--- config.mk ---
export PLATFORM = sky130hd
export DESIGN_NAME = jtag_reg_access
export DESIGN_NICKNAME = d
export VERILOG_FILES = /design/src/rtl/jtag_reg_access.sv
export SDC_FILE = /design/constraint.sdc
export NUM_CORES = 1
export LEC_CHECK = 0
export ABC_AREA = 1
export CORE_MARGIN = 8
export CORE_UTILIZATION = 40
export DETAILED_ROUTE_END_ITERATION = 10
export PLACE_DENSITY = 0.75
export SETUP_SLACK_MARGIN = 0.5
export SLEW_MARGIN = 20
export SYNTH_ARGS = -nofsm -noshare
export SYNTH_HDL_FRONTEND = slang
export SYNTH_SLANG_ARGS = --single-unit
--- constraint.sdc ---
create_clock -name clk -period 3.1 [get_ports clk]
set_clock_uncertainty 0.2 [all_clocks]
set_input_delay 0.465 -clock clk [delete_from_list [all_inputs] [get_ports clk]]
set_output_delay 0.465 -clock clk [all_outputs]
set_load 0.005 [all_outputs]
--- src/rtl/jtag_reg_access.sv ---
// Debug-port access controller: turns single JTAG read/write commands into register-file
// debug-port cycles, retrying writes that lose to a same-address execute-stage writeback.
module jtag_reg_access #(
    parameter int ADDR_W    = 5,
    parameter int DATA_W    = 32,
    parameter int RETRY_MAX = 4
) (
    input  logic              clk,
    input  logic              rst,
    input  logic              req_valid_i,
    output logic              req_ready_o,
    input  logic              req_we_i,
    input  logic [ADDR_W-1:0] req_addr_i,
    input  logic [DATA_W-1:0] req_data_i,
    output logic              resp_valid_o,
    input  logic              resp_ready_i,
    output logic [DATA_W-1:0] resp_data_o,
    output logic              resp_err_o,
    output logic              jtag_we_o,
    output logic [ADDR_W-1:0] jtag_addr_o,
    output logic [DATA_W-1:0] jtag_data_o,
    input  logic [DATA_W-1:0] jtag_data_i,
    input  logic              core_we_i,
    input  logic [ADDR_W-1:0] core_waddr_i
);

    localparam int CNT_W = (RETRY_MAX > 1) ? $clog2(RETRY_MAX) : 1;
    localparam logic [CNT_W-1:0] RETRY_LAST = CNT_W'(RETRY_MAX - 1);
    localparam logic [CNT_W-1:0] CNT_ONE    = CNT_W'(1);

    typedef enum logic [1:0] {
        IDLE = 2'd0,
        WR   = 2'd1,
        RD   = 2'd2,
        RESP = 2'd3
    } state_t;

    state_t            state_r, state_nxt_s;
    logic [CNT_W-1:0]  retry_r, retry_nxt_s;
    logic              jtag_we_r, jtag_we_nxt_s;
    logic [ADDR_W-1:0] jtag_addr_r, jtag_addr_nxt_s;
    logic [DATA_W-1:0] jtag_data_r, jtag_data_nxt_s;
    logic              resp_valid_r, resp_valid_nxt_s;
    logic [DATA_W-1:0] resp_data_r, resp_data_nxt_s;
    logic              resp_err_r, resp_err_nxt_s;
    logic              collision_s;

    // Writeback to the same register this cycle wins at the register file.
    assign collision_s = core_we_i && (core_waddr_i == jtag_addr_r);

    // State and registered-output flops.
    always_ff @(posedge clk or posedge rst) begin
        if (rst) begin
            state_r      <= IDLE;
            retry_r      <= {CNT_W{1'b0}};
            jtag_we_r    <= 1'b0;
            jtag_addr_r  <= {ADDR_W{1'b0}};
            jtag_data_r  <= {DATA_W{1'b0}};
            resp_valid_r <= 1'b0;
            resp_data_r  <= {DATA_W{1'b0}};
            resp_err_r   <= 1'b0;
        end else begin
            state_r      <= state_nxt_s;
            retry_r      <= retry_nxt_s;
            jtag_we_r    <= jtag_we_nxt_s;
            jtag_addr_r  <= jtag_addr_nxt_s;
            jtag_data_r  <= jtag_data_nxt_s;
            resp_valid_r <= resp_valid_nxt_s;
            resp_data_r  <= resp_data_nxt_s;
            resp_err_r   <= resp_err_nxt_s;
        end
    end

    // Next-state and next-output logic.
    always_comb begin
        state_nxt_s      = state_r;
        retry_nxt_s      = retry_r;
        jtag_we_nxt_s    = 1'b0;
        jtag_addr_nxt_s  = jtag_addr_r;
        jtag_data_nxt_s  = jtag_data_r;
        resp_valid_nxt_s = resp_valid_r;
        resp_data_nxt_s  = resp_data_r;
        resp_err_nxt_s   = resp_err_r;
        case (state_r)
            IDLE: begin
                if (req_valid_i) begin
                    jtag_addr_nxt_s = req_addr_i;
                    jtag_data_nxt_s = req_data_i;
                    retry_nxt_s     = {CNT_W{1'b0}};
                    if (req_we_i && (req_addr_i == {ADDR_W{1'b0}})) begin
                        // x0 is hardwired; reject without touching the register file.
                        state_nxt_s      = RESP;
                        resp_valid_nxt_s = 1'b1;
                        resp_err_nxt_s   = 1'b1;
                        resp_data_nxt_s  = {DATA_W{1'b0}};
                    end else if (req_we_i) begin
                        state_nxt_s   = WR;
                        jtag_we_nxt_s = 1'b1;
                    end else begin
                        state_nxt_s = RD;
                    end
                end else begin
                    state_nxt_s = IDLE;
                end
            end
            WR: begin
                if (collision_s && (retry_r != RETRY_LAST)) begin
                    retry_nxt_s   = retry_r + CNT_ONE;
                    jtag_we_nxt_s = 1'b1;
                end else if (collision_s) begin
                    state_nxt_s      = RESP;
                    resp_valid_nxt_s = 1'b1;
                    resp_err_nxt_s   = 1'b1;
                    resp_data_nxt_s  = jtag_data_r;
                end else begin
                    state_nxt_s      = RESP;
                    resp_valid_nxt_s = 1'b1;
                    resp_err_nxt_s   = 1'b0;
                    resp_data_nxt_s  = jtag_data_r;
                end
            end
            RD: begin
                state_nxt_s      = RESP;
                resp_valid_nxt_s = 1'b1;
                resp_err_nxt_s   = 1'b0;
                resp_data_nxt_s  = jtag_data_i;
            end
            RESP: begin
                if (resp_ready_i) begin
                    state_nxt_s      = IDLE;
                    resp_valid_nxt_s = 1'b0;
                end else begin
                    state_nxt_s = RESP;
                end
            end
            default: begin
                state_nxt_s      = IDLE;
                resp_valid_nxt_s = 1'b0;
            end
        endcase
    end

    assign req_ready_o  = (state_r == IDLE) && !rst;
    assign resp_valid_o = resp_valid_r;
    assign resp_data_o  = resp_data_r;
    assign resp_err_o   = resp_err_r;
    assign jtag_we_o    = jtag_we_r;
    assign jtag_addr_o  = jtag_addr_r;
    assign jtag_data_o  = jtag_data_r;

endmodule

# Yosys cells after proc, flatten, opt, wreduce, memory -nomap -nowiden
# Cells that the tools add are included.
# op_classes
add_sub_neg	1
n_div	0
bitwise	0
shifts	0
magnitude_cmp	0
multipliers	0
muxes	26
n_eq_ne	10
n_reduce_logical	13
# ops
cell	n
2-to-1 mux 32 bit	3
case mux 32 bit (3 select lines)	1
2-to-1 mux 2 bit	7
!= test 2 bit (second input constant)	6
2-to-1 mux 1 bit	10
case mux 2 bit (4 select lines)	1
AND reduction 4 bit	2
== test 5 bit	1
zero test 5 bit	1
== test 2 bit (second input constant)	2
logical AND 1 bit	4
case mux 1 bit (4 select lines)	1
case mux 2 bit (2 select lines)	1
case mux 1 bit (3 select lines)	1
AND reduction 3 bit	1
nonzero test 3 bit	1
adder 2 x 1 -> 2 bit (second input constant)	1
== test 2 x 1 -> 1 bit (second input constant)	1
zero test 2 bit	1
case mux 1 bit (2 select lines)	1
AND reduction 2 bit	1
nonzero test 2 bit	1
zero test 1 bit	1
# totals
latchBits	0
ramBits	0
n_memories	0
input_bits	80
ff_bits	76
rom_bits	0
out_inout_bits	73
word_cells	58

# Logic depth before layout (Yosys ltp)
# depth
depth_word	5
mapped_depth	12
mapped_depth_nobuf	11

# Least setup slack after synthesis
# OpenSTA, ideal clock, no wires.
# synth_timing
path_kind	reg2reg
from	register state_r[1]
to	register state_r[0]
stages_incl_launch_ff	12
setup_time_ns	0.117
n_path_buf	2
synth_period_minus_slack_ns	1.814
required_ns	2.783
path_slack_ns	1.286
arrival_time_ns	1.497
cell_sequence	dfrtp_1 -> inv_1 -> ha_1 -> buf_4 -> nand2_2 -> inv_2 -> nand2_1 -> nor2_4 -> nand4_4 -> buf_2 -> o21ai_1 -> inv_1
# synth_via
elab_chain_cells	2
word_cells_on_any_way	6
cone_classes	eq/ne (4); mux (1); reduce/logical (1)
# synth_rtl
element	line	rtl
start: declaration	38	state_t state_r, state_nxt_s;
start signal: assignment	63	state_r <= state_nxt_s;
== test 2 bit (tied with other cells)	84	case (state_r)
case mux 2 bit (4 select lines) / != test 2 bit (equally long branches)	n/a	
# Several ways; a longest one is shown, not always the timed one.
# A chain may end at the register's enable or synchronous reset.

# Final worst setup path
# layout_timing
from	register state_r[0]
to	output req_ready_o
# layout_via
elab_chain_cells	2
# layout_rtl
element	line	rtl
zero test 2 bit	143	assign req_ready_o = (state_r == IDLE) && !rst;
logical AND 1 bit	143	
end: declaration	11	output logic req_ready_o,
# Every way passes these cells.

==> out/metrics.cfg <==
[finish]
antenna_cells = 0
layout_commonest_cell = nand2_1
register_area_um2 = 1902
num-fill-cells = 818
multiInputGateArea_um2 = 1647
final_core_util_pct = 60.68
final_cell_mix = nand2_1 (262), clkdlybuf4s50_1 (152), dfrtp_1 (76)
final_nets = 723
areaGrowthSynthToFinish_pct = 47.45
drive_gt1_share_pct = 5.140
fin_cells = 771

[timing]
tightest_slew_ns = 0.6715
finalSetupViolations = 0
slew-limit-headroom_pct = 55.14
fmax_mhz = 396.2
period_share_pct = 81.42
fin_tns_setup_ns = 0
report.final.hold_viol_count = 0
fin_crit_ns = 2.524
rsz0062_at_grt = false
slew_violations = 0

[floorplanning]
core_um2 = 9240
dieArea_um2 = 12880
initial_core_util_pct = 41.15
rows = 35
io_pins = 153
die_y_um = 113.5
dieWidth_um = 113.5

[setup_path]
start_kind = register
reg2reg_slack_ns = 0.83
worst-setup-path-type = reg2out
slowest_delay_ns = 0.51
required_ns = 2.43
end_kind = output port
crit_slowest_cell = clkdlybuf4s50_1
crit_chain = inv_1, ha_2, inv_1, nor2_1, clkdlybuf4s50_1
cp_data_arrival_time_ns = 1.86
critPathMaxFanout = 6
cp_common_cell = inv_1

[cts]
ctsResizeCount = 1
clk_latency_ns = 0.34
cts_tree = done
ctsHoldBuffers = 0
cts-root-buf = clkbuf_8
cts_setup_buffers = 0
numClockSinks = 76
htreeDepth = 3
clk_pin_slew_ns = 0.08
cts_buffer_depth = 2
cts_buffers = 9

[logic_synthesis]
ys_seq_area_share_pct = 50.02
syn_area_um2 = 3802
synth_cells = 498
synth_nets = 584
ys_types = 24
syn_area_per_cell_um2 = 7.635
yosys_warnings = 0
synth_seq_cells = 76

[detailed_routing]
ant_nets = 0
first_pass_iters = 4
via_per_inst = 4.865
route.detailed.wl_per_inst_um = 15.63
routed_wl_um = 12050
vias = 3751
drc = 0
drt-initial-drc-count = 185

[grt]
grt_pass1_vias = 3822
grt_first_pass_wirelength_um = 19280
grt_overflow = 0
antenna_found_initial = 0
grt_max_degree = 49
grtUsageTotal_pct = 18.62

[min_path]
min_path_type = reg2reg

[placement]
routabilityCongestion = 0.8073
dp.cells = 755
hpwlAfterDp_um = 8700
portBuffers = 152

[power_and_ir_drop]
max-vdd-ir-drop_v = 0.0004982
power.density_nw_per_um2 = 879.0
p_leak_nw = 2.694
power_mw = 4.928

[run_status]
outcome = complete, no violations

[flow_run]
drv_cap = 0

## layout make-up
| cell class | instances | area share (%) |
|---|---|---|
| timing repair buffer | 161 | 28.57 |
| multi-input combinational | 367 | 29.37 |
| clock inverter | 4 | 1.317 |
| inverter | 22 | 1.540 |
| sequential | 76 | 33.92 |
| clock buffer | 12 | 2.410 |
| tap | 129 | 2.879 |
## cells in the mapped netlist, drive strengths merged
library cell  count  area (um2)
a21boi            1       7.510
a21oi            36       191.4
buf              19       121.4
clkbuf           14       52.55
dfrtp            76        1902
ha                6       75.07
inv              22       82.58
nand2           263       989.7
nand3             7       47.55
nand4            36       240.2
nor2              9       41.29
o21ai             6       30.03
or2               3       21.27
## worst paths after layout
path,startpoint,end,cells after the start
min reg2reg,resp_data_o[3]$_DFFE_PP0P_,resp_data_o[3]$_DFFE_PP0P_,2
max,state_r[0]$_DFFE_PP0P_,req_ready_o,5
max in group asynchronous,rst,jtag_data_o[11]$_DFFE_PP0P_,3
max reg2reg,state_r[1]$_DFFE_PP0P_,resp_data_o[18]$_DFFE_PP0P_,10
min in group asynchronous,rst,resp_valid_o$_DFFE_PP0P_,2
min,resp_data_o[3]$_DFFE_PP0P_,resp_data_o[3]$_DFFE_PP0P_,2
## power breakdown
group          internal (mW)  switching (mW)  total, mW
clock network          0.455           0.356      0.811
logic                   1.12            1.37       2.50
registers               1.34           0.279       1.62
## flip-flops by register name (all words and copies together), names as in the netlist
signal        count
state_r           2
jtag_data_o      32
jtag_we_o         1
resp_data_o      32
resp_valid_o      1
retry_r           2
jtag_addr_o       5
resp_err_o        1
## logic make-up after synthesis
group                      Yosys count  share of synthesized area [%]
DFF                                 76                          50.02
and+or+nand+nor                    318                          35.24
adders and majority gates            6                          1.974
AOI/OAI and AO/OA                   43                          6.022
buffers and inverters               55                          6.746
## per-stage QoR
stage	setup slack (ns)	area [um2]	hold WS (ns)
after global routing	0.5027	5607	0.2978
after global placement	0.4891	5395	0.2542
after detailed placement	0.4053	5395	0.2575
after floorplan	1.286	3806	0.2459
final	0.5761	5607	0.2749
after CTS	0.5659	5607	0.2757
## worst max-delay path, delay by kind of cell, from the launching register on
family,cells,cell delay (ns)
buffers and inverters,3,0.71
DFF,1,0.44
and+or+nand+nor,1,0.10
adders and majority gates,1,0.27
## routing by layer
layer / vias up / GRT usage [%] / part of all wire [%]
met5: - / 0 / 0
met1: 1746 / 22.01 / 43
met2: 139 / 32.31 / 49
met4: 0 / 4.618 / 0.82
li1: 1857 / - / -
met3: 9 / 5.494 / 7.1
No activity file was read; power rests on OpenSTA's default activity.
